==> config.mk <==
export PLATFORM = sky130hd
export DESIGN_NAME = adc_frame_align
export DESIGN_NICKNAME = d
export VERILOG_FILES = /design/src/rtl/adc_frame_align.sv
export SDC_FILE = /design/constraint.sdc
export NUM_CORES = 1
export LEC_CHECK = 0
export CORE_MARGIN = 4
export CORE_UTILIZATION = 30
export DETAILED_ROUTE_END_ITERATION = 8
export SYNTH_ARGS = -nofsm -noshare
export SYNTH_HDL_FRONTEND = slang
export SYNTH_SLANG_ARGS = --single-unit
==> constraint.sdc <==
create_clock -name CLK -period 5.3 [get_ports CLK]
set_clock_uncertainty 0.05 [all_clocks]
set_input_delay 0.795 -clock CLK [delete_from_list [all_inputs] [get_ports CLK]]
set_output_delay 0.795 -clock CLK [all_outputs]
set_load 0.01 [all_outputs]
==> src/rtl/adc_frame_align.sv <==
// Frame-clock word aligner: steps bitslip and IODELAY taps until the deserialized
// frame word matches PATTERN, then monitors it for errors while locked.
module adc_frame_align #(
  parameter logic [5:0]  PATTERN = 6'b111000,
  parameter int unsigned SETTLE  = 8,
  parameter int unsigned CHECK   = 16,
  parameter int unsigned MAXTAP  = 31
) (
  input  logic        CLK,
  input  logic        RSTn,
  input  logic        START,
  input  logic [5:0]  FRAME,
  output logic        BS,
  output logic        DINC,
  output logic        DRST,
  output logic        LOCKED,
  output logic        FAIL,
  output logic [4:0]  TAP,
  output logic [2:0]  SLIP,
  output logic [15:0] ERRCNT
);

  localparam logic [7:0] SETTLE_LAST = 8'(SETTLE - 1);
  localparam logic [7:0] CHECK_LAST  = 8'(CHECK - 1);
  localparam logic [4:0] TAP_LAST    = 5'(MAXTAP);
  localparam logic [2:0] SLIP_LAST   = 3'd5;

  typedef enum logic [2:0] {
    ST_IDLE,
    ST_DRESET,
    ST_SETTLE,
    ST_CHECK,
    ST_SLIPS,
    ST_INC,
    ST_LOCK,
    ST_FAILED
  } state_t;

  state_t      state_q, state_d;
  logic [7:0]  settle_cnt_q, settle_cnt_d;
  logic [7:0]  match_cnt_q, match_cnt_d;
  logic [4:0]  tap_q, tap_d;
  logic [2:0]  slip_q, slip_d;
  logic [15:0] errcnt_q, errcnt_d;
  logic        bs_q, bs_d;
  logic        dinc_q, dinc_d;
  logic        drst_q, drst_d;
  logic        locked_q, locked_d;
  logic        fail_q, fail_d;
  logic        frame_ok;

  assign frame_ok = (FRAME == PATTERN);

  // Outputs are computed alongside the next state so every port comes from a flop.
  always_comb begin
    state_d      = state_q;
    settle_cnt_d = settle_cnt_q;
    match_cnt_d  = match_cnt_q;
    tap_d        = tap_q;
    slip_d       = slip_q;
    errcnt_d     = errcnt_q;
    bs_d         = 1'b0;
    dinc_d       = 1'b0;
    drst_d       = 1'b0;
    locked_d     = locked_q;
    fail_d       = fail_q;

    if (START) begin
      state_d      = ST_DRESET;
      drst_d       = 1'b1;
      settle_cnt_d = 8'd0;
      match_cnt_d  = 8'd0;
      tap_d        = 5'd0;
      slip_d       = 3'd0;
      errcnt_d     = 16'd0;
      locked_d     = 1'b0;
      fail_d       = 1'b0;
    end else begin
      case (state_q)
        ST_IDLE: begin
        end
        ST_DRESET, ST_SLIPS, ST_INC: begin
          state_d      = ST_SETTLE;
          settle_cnt_d = SETTLE_LAST;
        end
        ST_SETTLE: begin
          if (settle_cnt_q == 8'd0) begin
            state_d     = ST_CHECK;
            match_cnt_d = 8'd0;
          end else begin
            settle_cnt_d = settle_cnt_q - 8'd1;
          end
        end
        ST_CHECK: begin
          if (frame_ok) begin
            if (match_cnt_q == CHECK_LAST) begin
              state_d  = ST_LOCK;
              locked_d = 1'b1;
            end else begin
              match_cnt_d = match_cnt_q + 8'd1;
            end
          end else if (slip_q < SLIP_LAST) begin
            state_d = ST_SLIPS;
            bs_d    = 1'b1;
            slip_d  = slip_q + 3'd1;
          end else if (tap_q < TAP_LAST) begin
            state_d = ST_INC;
            dinc_d  = 1'b1;
            tap_d   = tap_q + 5'd1;
            slip_d  = 3'd0;
          end else begin
            state_d = ST_FAILED;
            fail_d  = 1'b1;
            tap_d   = TAP_LAST;
            slip_d  = SLIP_LAST;
          end
        end
        ST_LOCK: begin
          if (!frame_ok && (errcnt_q != 16'hFFFF)) begin
            errcnt_d = errcnt_q + 16'd1;
          end
        end
        ST_FAILED: begin
        end
        default: begin
          state_d = ST_IDLE;
        end
      endcase
    end
  end

  always_ff @(posedge CLK) begin
    if (!RSTn) begin
      state_q      <= ST_IDLE;
      settle_cnt_q <= 8'd0;
      match_cnt_q  <= 8'd0;
      tap_q        <= 5'd0;
      slip_q       <= 3'd0;
      errcnt_q     <= 16'd0;
      bs_q         <= 1'b0;
      dinc_q       <= 1'b0;
      drst_q       <= 1'b0;
      locked_q     <= 1'b0;
      fail_q       <= 1'b0;
    end else begin
      state_q      <= state_d;
      settle_cnt_q <= settle_cnt_d;
      match_cnt_q  <= match_cnt_d;
      tap_q        <= tap_d;
      slip_q       <= slip_d;
      errcnt_q     <= errcnt_d;
      bs_q         <= bs_d;
      dinc_q       <= dinc_d;
      drst_q       <= drst_d;
      locked_q     <= locked_d;
      fail_q       <= fail_d;
    end
  end

  assign BS     = bs_q;
  assign DINC   = dinc_q;
  assign DRST   = drst_q;
  assign LOCKED = locked_q;
  assign FAIL   = fail_q;
  assign TAP    = tap_q;
  assign SLIP   = slip_q;
  assign ERRCNT = errcnt_q;

endmodule

; ---- Yosys cells after proc, flatten, opt, wreduce, memory -nomap -nowiden
; Index checks and enable logic that the tools add are counted.
[classes]
addsub = 5
n_lt_le_gt_ge = 2
n_eq_ne = 16
muxes = 19
bitwise_logic = 5
reduce_logical = 20
[ops]
columns = operator, count
row1 = $mux W8, 4
row2 = $pmux W8 S2, 2
row3 = $add A16 B1 Y16 const B, 1
row4 = $ne A16 B16 Y1 const B, 1
row5 = $mux W3, 5
row6 = $reduce_and A3 Y1, 4
row7 = $eq A3 B3 Y1 const B, 3
row8 = $pmux W3 S3, 1
row9 = $add A8 B1 Y8 const B, 1
row10 = $eq A8 B4 Y1 const B, 1
row11 = $logic_not A8 Y1, 1
row12 = $ne A2 B2 Y1 const B, 4
row13 = $reduce_and A4 Y1, 2
row14 = $sub A8 B1 Y8 const B, 1
row15 = $eq A3 B2 Y1 const B, 2
row16 = $eq A6 B6 Y1 const B, 1
row17 = $ne A3 B3 Y1 const B, 2
row18 = $reduce_and A2 Y1, 3
row19 = $add A5 B1 Y5 const B, 1
row20 = $lt A5 B5 Y1 const B, 1
row21 = $mux W5, 1
row22 = $not A1 Y1, 5
row23 = $reduce_or A5 Y1, 1
row24 = $mux W1, 4
row25 = 13 further kinds, 15
[totals]
ff_bits = 48
input_bits = 9
out_inout_bits = 29
elab_cells = 79

; ---- Depth between registers and ports, before layout
; Gate-level depths: netlist of the first run.
[logic_depth]
depth_word = 6
ltp_mapped = 7

; ---- Worst setup path before layout of the first run
; No wires, ideal clock.
[synth_path]
kind = in2reg
startpoint = input port FRAME[1]
endpoint = register match_cnt_q[4]
arrival_ps = 2319
t_required_ps = 5134
slack_ps = 2815
path_stages = 5
path_cell_list = or4b_4 -> a211o_4 -> a211oi_4 -> a211oi_1 -> a31o_1
[synth_via]
elab_chain_len = 3
[synth_rtl]
columns = item, line
row1 = from (decl), 12  ; input logic [5:0] FRAME,
row2 = $eq A6 B6 Y1, 52  ; assign frame_ok = (FRAME == PATTERN);
row3 = $ne A2 B2 Y1 (no source line), n/a
row4 = $reduce_and A4 Y1 (no source line), n/a
row5 = to (signal assigned), 148  ; match_cnt_q <= match_cnt_d;
row6 = to (decl), 41  ; logic [7:0] match_cnt_q, match_cnt_d;
; No other way between the ends.
; A chain may end at the register's enable or synchronous reset.

; ---- Worst setup path after layout of the first run
[layout_path]
startpoint = input port FRAME[3]
endpoint = register match_cnt_q[4]
; Same word-level chain as after synthesis.

==> reports/metrics.yaml, run 1 <==
min_path:
  hp-start: "ERRCNT[12]"
  hold_depth: 2
  hold_path_end: "ERRCNT[12]"
  min_path_type: "reg2reg"
setup_path:
  path_cells: "clkdlybuf4s50_1, or4b_4, a211o_4, a211oi_4, a211oi_1, a31o_1"
  cp-start-kind: "input pin"
  end_kind: "register"
  cp-startpoint: "FRAME[3]"
  cpPeakStageDelay_ns: 0.52
  worstSetupPathType: "in2reg"
  r2r_cells: 7
  r2r_slack_ns: 3.01
  cp_max_fo: 8
  reg2reg_to: "match_cnt_q[4]"
  crit_required_ns: 5.45
  cp_slowest_cell: "or4b_4"
  r2r_start: "settle_cnt_q[1]"
  arrival_ns: 2.86
timing:
  setup_ws_ns: 2.59
  slew_violations: 0
  fmax_mhz: 369
  worstMarginPinSlew_ns: 0.852
  slew_headroom: 0.427
  setup_violations: 0
  period_share: 0.511
  hold_violations: 0
  setup_tns_ns: 0
  rsz0062_at_grt: "false"
  min_period_ns: 2.71
global_routing:
  grt_pass1_wl_mm: 9.49
  grt_overflow: 0
  grt_max_degree: 19
  grt_pass1_vias: 2086
  antenna_found_initial: 0
  grt_usage: 0.117
route:
  dr_total_vias: 2139
  antenna_left: 0
  drt-total-wl_mm: 5.49
  first_pass_iters: 4
  routed_via_density: 5.08
  drtIter0Drc: 111
  drc: 0
  wire_per_inst_um: 13.0
clocking:
  clk_latency_ns: 0.30
  clock-sinks: 48
  cts.path.max_buffers: 2
  htreeDepth: 2
  post_cts_resize_count: 0
  cts_buffers: 5
  clkSlewWorstSetupHoldPaths_ns: 0.09
  root_buffer: "clkbuf_8"
  cts_setup_buffers: 0
  hold_buffers: 0
  tritoncts: "done"
synthesis:
  synth_seq_cells: 48
  ys_types: 50
  synth_area_um2: 2420
  synth_area_per_cell_um2: 8.55
  syn-instance-count: 283
  synth-edff-count: 0
  synthArstFlopShare: 0
  ys_warn_count: 0
  synth_flop_cell: "dfxtp_1"
  syn_nets: 298
  ys_seq_area_frac: 0.397
floorplan:
  fp.dieW_um: 97.8
  die_h_um: 97.8
  design.core.area_um2: 7770
  initial_utilization: 0.311
  io_pins: 38
  die_area_um2: 9560
  core.rowCount: 32
run:
  drv_cap: 0
cells_and_area:
  fin_nets: 335
  num_antenna_cells: 0
  area_growth_pct: 23.7
  nFillCells: 800
  drive_gt1_frac: 0.0658
place:
  gp_congestion: 0.789
  dpl.hpwl_mm: 4.05
  dpl_worst_slack_ns: 2.25
  numPortBuffers: 37
pwr:
  ir_drop_mv: 0.118
  finalPower_w: 0.000684
  p_per_area_nw_per_um2: 229
  leakage_nw: 0.938
run_status:
  outcome: "finished, final reports clean"
worst max-delay path by stage:
stage,endpoint,slack [ns],depth (start not counted)
2_1_floorplan,match_cnt_q[4],2.82,5
3_3_place_gp,match_cnt_q[4],2.27,6
3_5_place_dp,match_cnt_q[4],2.25,6
4_1_cts,match_cnt_q[4],2.59,6
5_1_grt,match_cnt_q[4],2.50,6
6_report,match_cnt_q[4],2.59,6
per-layer routing:
metal,share of wire,vias up,GRT usage
li1,-,1104,-
met1,0.47,972,0.148
met2,0.45,51,0.188
met3,0.058,12,0.0343
met4,0.017,0,0.0458
met5,0,-,0
where the power goes:
part	total (W)	internal, W	leakage, nW	switching (W)
registers	0.000373	0.000365	0.388	0.00000872
clock network	0.000252	0.000136	0.0501	0.000117
logic	0.0000584	0.0000234	0.500	0.0000350
cells in the mapped netlist (all sizes together) (2+ instances only):
master / n / area [um^2]
o211ai: 2 / 20.0
a31oi: 2 / 12.5
ha: 6 / 75.1
nand2b: 2 / 12.5
nor4: 12 / 87.6
nand3: 14 / 70.1
and3: 9 / 56.3
nor4b: 3 / 26.3
o21ai: 12 / 60.1
nor3b: 2 / 15.0
nor3: 11 / 55.1
nor2: 36 / 135
a2111oi: 4 / 60.1
nand4: 6 / 37.5
xnor2: 16 / 140
dfxtp: 48 / 961
or3: 2 / 12.5
a311oi: 2 / 17.5
clkbuf: 7 / 26.3
nand2: 20 / 75.1
a21oi: 18 / 90.1
nand3b: 2 / 15.0
and4b: 2 / 20.0
and2: 3 / 18.8
xor2: 3 / 26.3
a211oi: 6 / 57.6
nor2b: 2 / 12.5
o21a: 4 / 30.0
inv: 10 / 37.5
stage by stage:
stage                     std cells  hold slack, ns  area, um^2   util
after global routing            421           0.482        2990  0.385
after floorplan                 283           0.417        2420      -
after global placement          415           0.429        2890  0.373
after CTS                       421           0.455        2990  0.385
final                           421           0.452        2990  0.385
after detailed placement        415           0.431        2890  0.373
flip-flops by register name, summed over array words and instances (netlist names):
register and count:
FAIL 1, settle_cnt_q 8, DRST 1, DINC 1
LOCKED 1, state_q 3, BS 1, SLIP 3
TAP 5, ERRCNT 16, match_cnt_q 8
worst max-delay path, delay by kind of cell:
| family | cells | cell delay (ns) |
|---|---|---|
| AO/OA/AOI/OAI | 4 | 1.06 |
| AND/OR/NAND/NOR | 1 | 0.52 |
| buffers and inverters | 1 | 0.49 |
final cells by class:
type / instances / area [um^2] / share of cell area
clock buffers: 5 / 68.8 / 0.0230
clock inverters: 1 / 30.0 / 0.0100
inverters: 10 / 37.5 / 0.0125
multi-input cells: 217 / 1390 / 0.464
flip-flops and latches: 48 / 961 / 0.321
well taps: 102 / 128 / 0.0426
repair buffers: 38 / 378 / 0.126
cell usage in the layout, fill, tap and decap left out, types with 2 or more instances in the layout:
| master | count |
|---|---|
| dfxtp_1 | 48 |
| nor4_2 | 2 |
| o21ai_1 | 3 |
| a211oi_1 | 5 |
| nor3b_1 | 2 |
| a21oi_1 | 18 |
| xor2_1 | 3 |
| o21a_1 | 4 |
| inv_1 | 10 |
| nand2_1 | 20 |
| and2_1 | 3 |
| and3_1 | 9 |
| nor2b_1 | 2 |
| nand2b_1 | 2 |
| and4b_1 | 2 |
| clkbuf_8 | 5 |
| clkdlybuf4s50_1 | 37 |
| o21ai_0 | 9 |
| nor4_1 | 10 |
| nor4b_1 | 3 |
| a2111oi_2 | 4 |
| nor3_1 | 11 |
| nor2_1 | 36 |
| xnor2_1 | 16 |
| a311oi_1 | 2 |
| ha_1 | 6 |
| nand4_1 | 6 |
| a31oi_1 | 2 |
| nand3_1 | 14 |
| or3_1 | 2 |
| nand3b_1 | 2 |
logic make-up after synthesis:
kind of cell               synth area share
and+or+nand+nor                       0.288
AOI/OAI and AO/OA                     0.183
DFF                                   0.397
xor gates and xnor gates             0.0688
buffers and inverters                0.0279
adders and majority gates            0.0310
muxes                               0.00414
No activity file was read; power rests on OpenSTA's default activity.
==> run 2: changes to the inputs <==
clock period = 2.6 ns   (was 5.3 ns; I/O delays follow)
==> reports/metrics.yaml, run 2 (synthesis gave the netlist of run 1 again) <==
run_status:
  outcome: "finished, final reports clean"
clocking:
  root_buffer: "clkbuf_8"
  clkSlewWorstSetupHoldPaths_ns: 0.09  # about the same
  cts.path.max_buffers: 2  # unchanged
  cts_setup_buffers: 0  # unchanged
  hold_buffers: 0  # unchanged
  post_cts_resize_count: 0  # unchanged
  htreeDepth: 2  # unchanged
  clk_latency_ns: 0.30  # about the same
  tritoncts: "done"
  clock-sinks: 48  # unchanged
  cts_buffers: 5  # unchanged
global_routing:
  grt_usage: 0.120  # +0.00323
  grt_pass1_vias: 2070  # -0.77%
  grt_max_degree: 19  # unchanged
  grt_overflow: 0  # unchanged
  grt_pass1_wl_mm: 9.82  # +3.5%
  antenna_found_initial: 0  # unchanged
route:
  wire_per_inst_um: 13.0  # -0.19%
  drc: 0  # unchanged
  antenna_left: 0  # unchanged
  drt-total-wl_mm: 5.66  # +3.1%
  routed_via_density: 5.07  # -0.14%
  drtIter0Drc: 77  # -31%
  first_pass_iters: 4  # unchanged
  dr_total_vias: 2207  # +3.2%
setup_path:
  r2r_start: "state_q[0]"
  arrival_ns: 2.39  # -0.47 ns
  cp_max_fo: 8  # unchanged
  worstSetupPathType: "in2reg"
  reg2reg_to: "settle_cnt_q[3]"
  cp-start-kind: "input pin"
  cp_slowest_cell: "or4b_4"
  crit_required_ns: 2.74  # -2.71 ns
  r2r_slack_ns: 0.43  # -2.58 ns
  r2r_cells: 5  # -2
  path_cells: "clkdlybuf4s50_1, or4b_4, a211o_4, a211oi_4, a211oi_1, a31o_1"
  cpPeakStageDelay_ns: 0.48  # -0.04 ns
  end_kind: "register"
floorplan:
  initial_utilization: 0.311  # unchanged
  die_area_um2: 9560  # unchanged
  io_pins: 38  # unchanged
  design.core.area_um2: 7770  # unchanged
  die_h_um: 97.8  # unchanged
  core.rowCount: 32  # unchanged
  fp.dieW_um: 97.8  # unchanged
place:
  dpl.hpwl_mm: 4.21  # +4.0%
  numPortBuffers: 37  # unchanged
  dp.cells: 428  # +3.1%
  gp_congestion: 0.807  # +2.3%
min_path:
  hp-start: "LOCKED"
  hold_depth: 1  # -1
  min_path_type: "reg2reg"
  hold_path_end: "LOCKED"
timing:
  fmax_mhz: 443
  setup_tns_ns: 0  # unchanged
  period_share: 0.868
  rsz0062_at_grt: "false"
  min_period_ns: 2.26
  setup_violations: 0  # unchanged
  slew_violations: 0  # unchanged
  whs_ns: 0.450  # -0.00181 ns
  hold_violations: 0  # unchanged
  slew_headroom: 0.469  # +0.0415
  worstMarginPinSlew_ns: 0.796  # -0.0556 ns
cells_and_area:
  largest_reg_flops: 16  # unchanged
  instances_no_fill: 435  # +3.3%
  final_common_cell: "dfxtp_1"
  drive_gt1_frac: 0.105  # +0.0393
  fin_nets: 348  # +3.9%
  nFillCells: 804  # +0.50%
  final_cell_mix: "dfxtp_1, clkdlybuf4s50_1, nor2_1, nand2_1, a21oi_1"
  area_growth_pct: 27.1
  num_antenna_cells: 0  # unchanged
pwr:
  ir_drop_mv: 0.160  # +36%
  finalPower_w: 0.00133  # +94%
  leakage_nw: 0.989  # +5.4%
  p_per_area_nw_per_um2: 432  # +89%
run:
  drv_cap: 0  # unchanged
-- run 2: worst max-delay path by stage --
stage / from / to / slack [ns]
finish: FRAME[3] / match_cnt_q[4] / 0.34
global route: FRAME[3] / match_cnt_q[4] / 0.22
CTS: FRAME[3] / match_cnt_q[4] / 0.32
detailed placement: FRAME[3] / match_cnt_q[4] / -0.007
global placement: FRAME[3] / match_cnt_q[4] / 0.07
floorplan: FRAME[1] / match_cnt_q[4] / 0.52
-- run 2: per-stage QoR --
stage          utilization  worst slack [ns]  area (um^2)
2_1_floorplan            -             0.520         2420
3_3_place_gp         0.385            0.0730         2990
3_5_place_dp         0.385          -0.00666         2990
4_1_cts              0.396             0.322         3070
5_1_grt              0.396             0.224         3070
6_report             0.396             0.344         3070
-- run 2: layout make-up --
cell class	instances	area (um^2)	share of cell area
multi-input combinational	217	1390	0.452
tap	102	128	0.0415
clock buffer	5	68.8	0.0224
timing repair buffer	51	475	0.155
clock inverter	2	12.5	0.00407
inverter	10	37.5	0.0122
sequential	48	961	0.313
-- run 2: where the power goes --
group / leakage [nW] / total, W / internal [W] / switching, W
Combinational: 0.561 / 0.000136 / 0.0000610 / 0.0000751
Sequential: 0.388 / 0.000762 / 0.000743 / 0.0000184
Clock: 0.0400 / 0.000431 / 0.000183 / 0.000248
Total: 0.989 / 0.00133 / 0.000987 / 0.000342
-- run 2: routing by layer --
| layer | vias to the layer above | track usage | wire length [um] |
|---|---|---|---|
| li1 | 1130 | - | - |
| met1 | 1030 | 0.158 | 2700 |
| met2 | 43 | 0.197 | 2660 |
| met3 | 4 | 0.0300 | 273 |
| met4 | 0 | 0.0319 | 28 |
| met5 | - | 0 | 0 |
-- run 2: worst max-delay path, delay by kind of cell --
| family | cells | cell delay, ns |
|---|---|---|
| AO/OA/AOI/OAI | 4 | 1.05 |
| buffers and inverters | 1 | 0.47 |
| AND/OR/NAND/NOR | 1 | 0.48 |
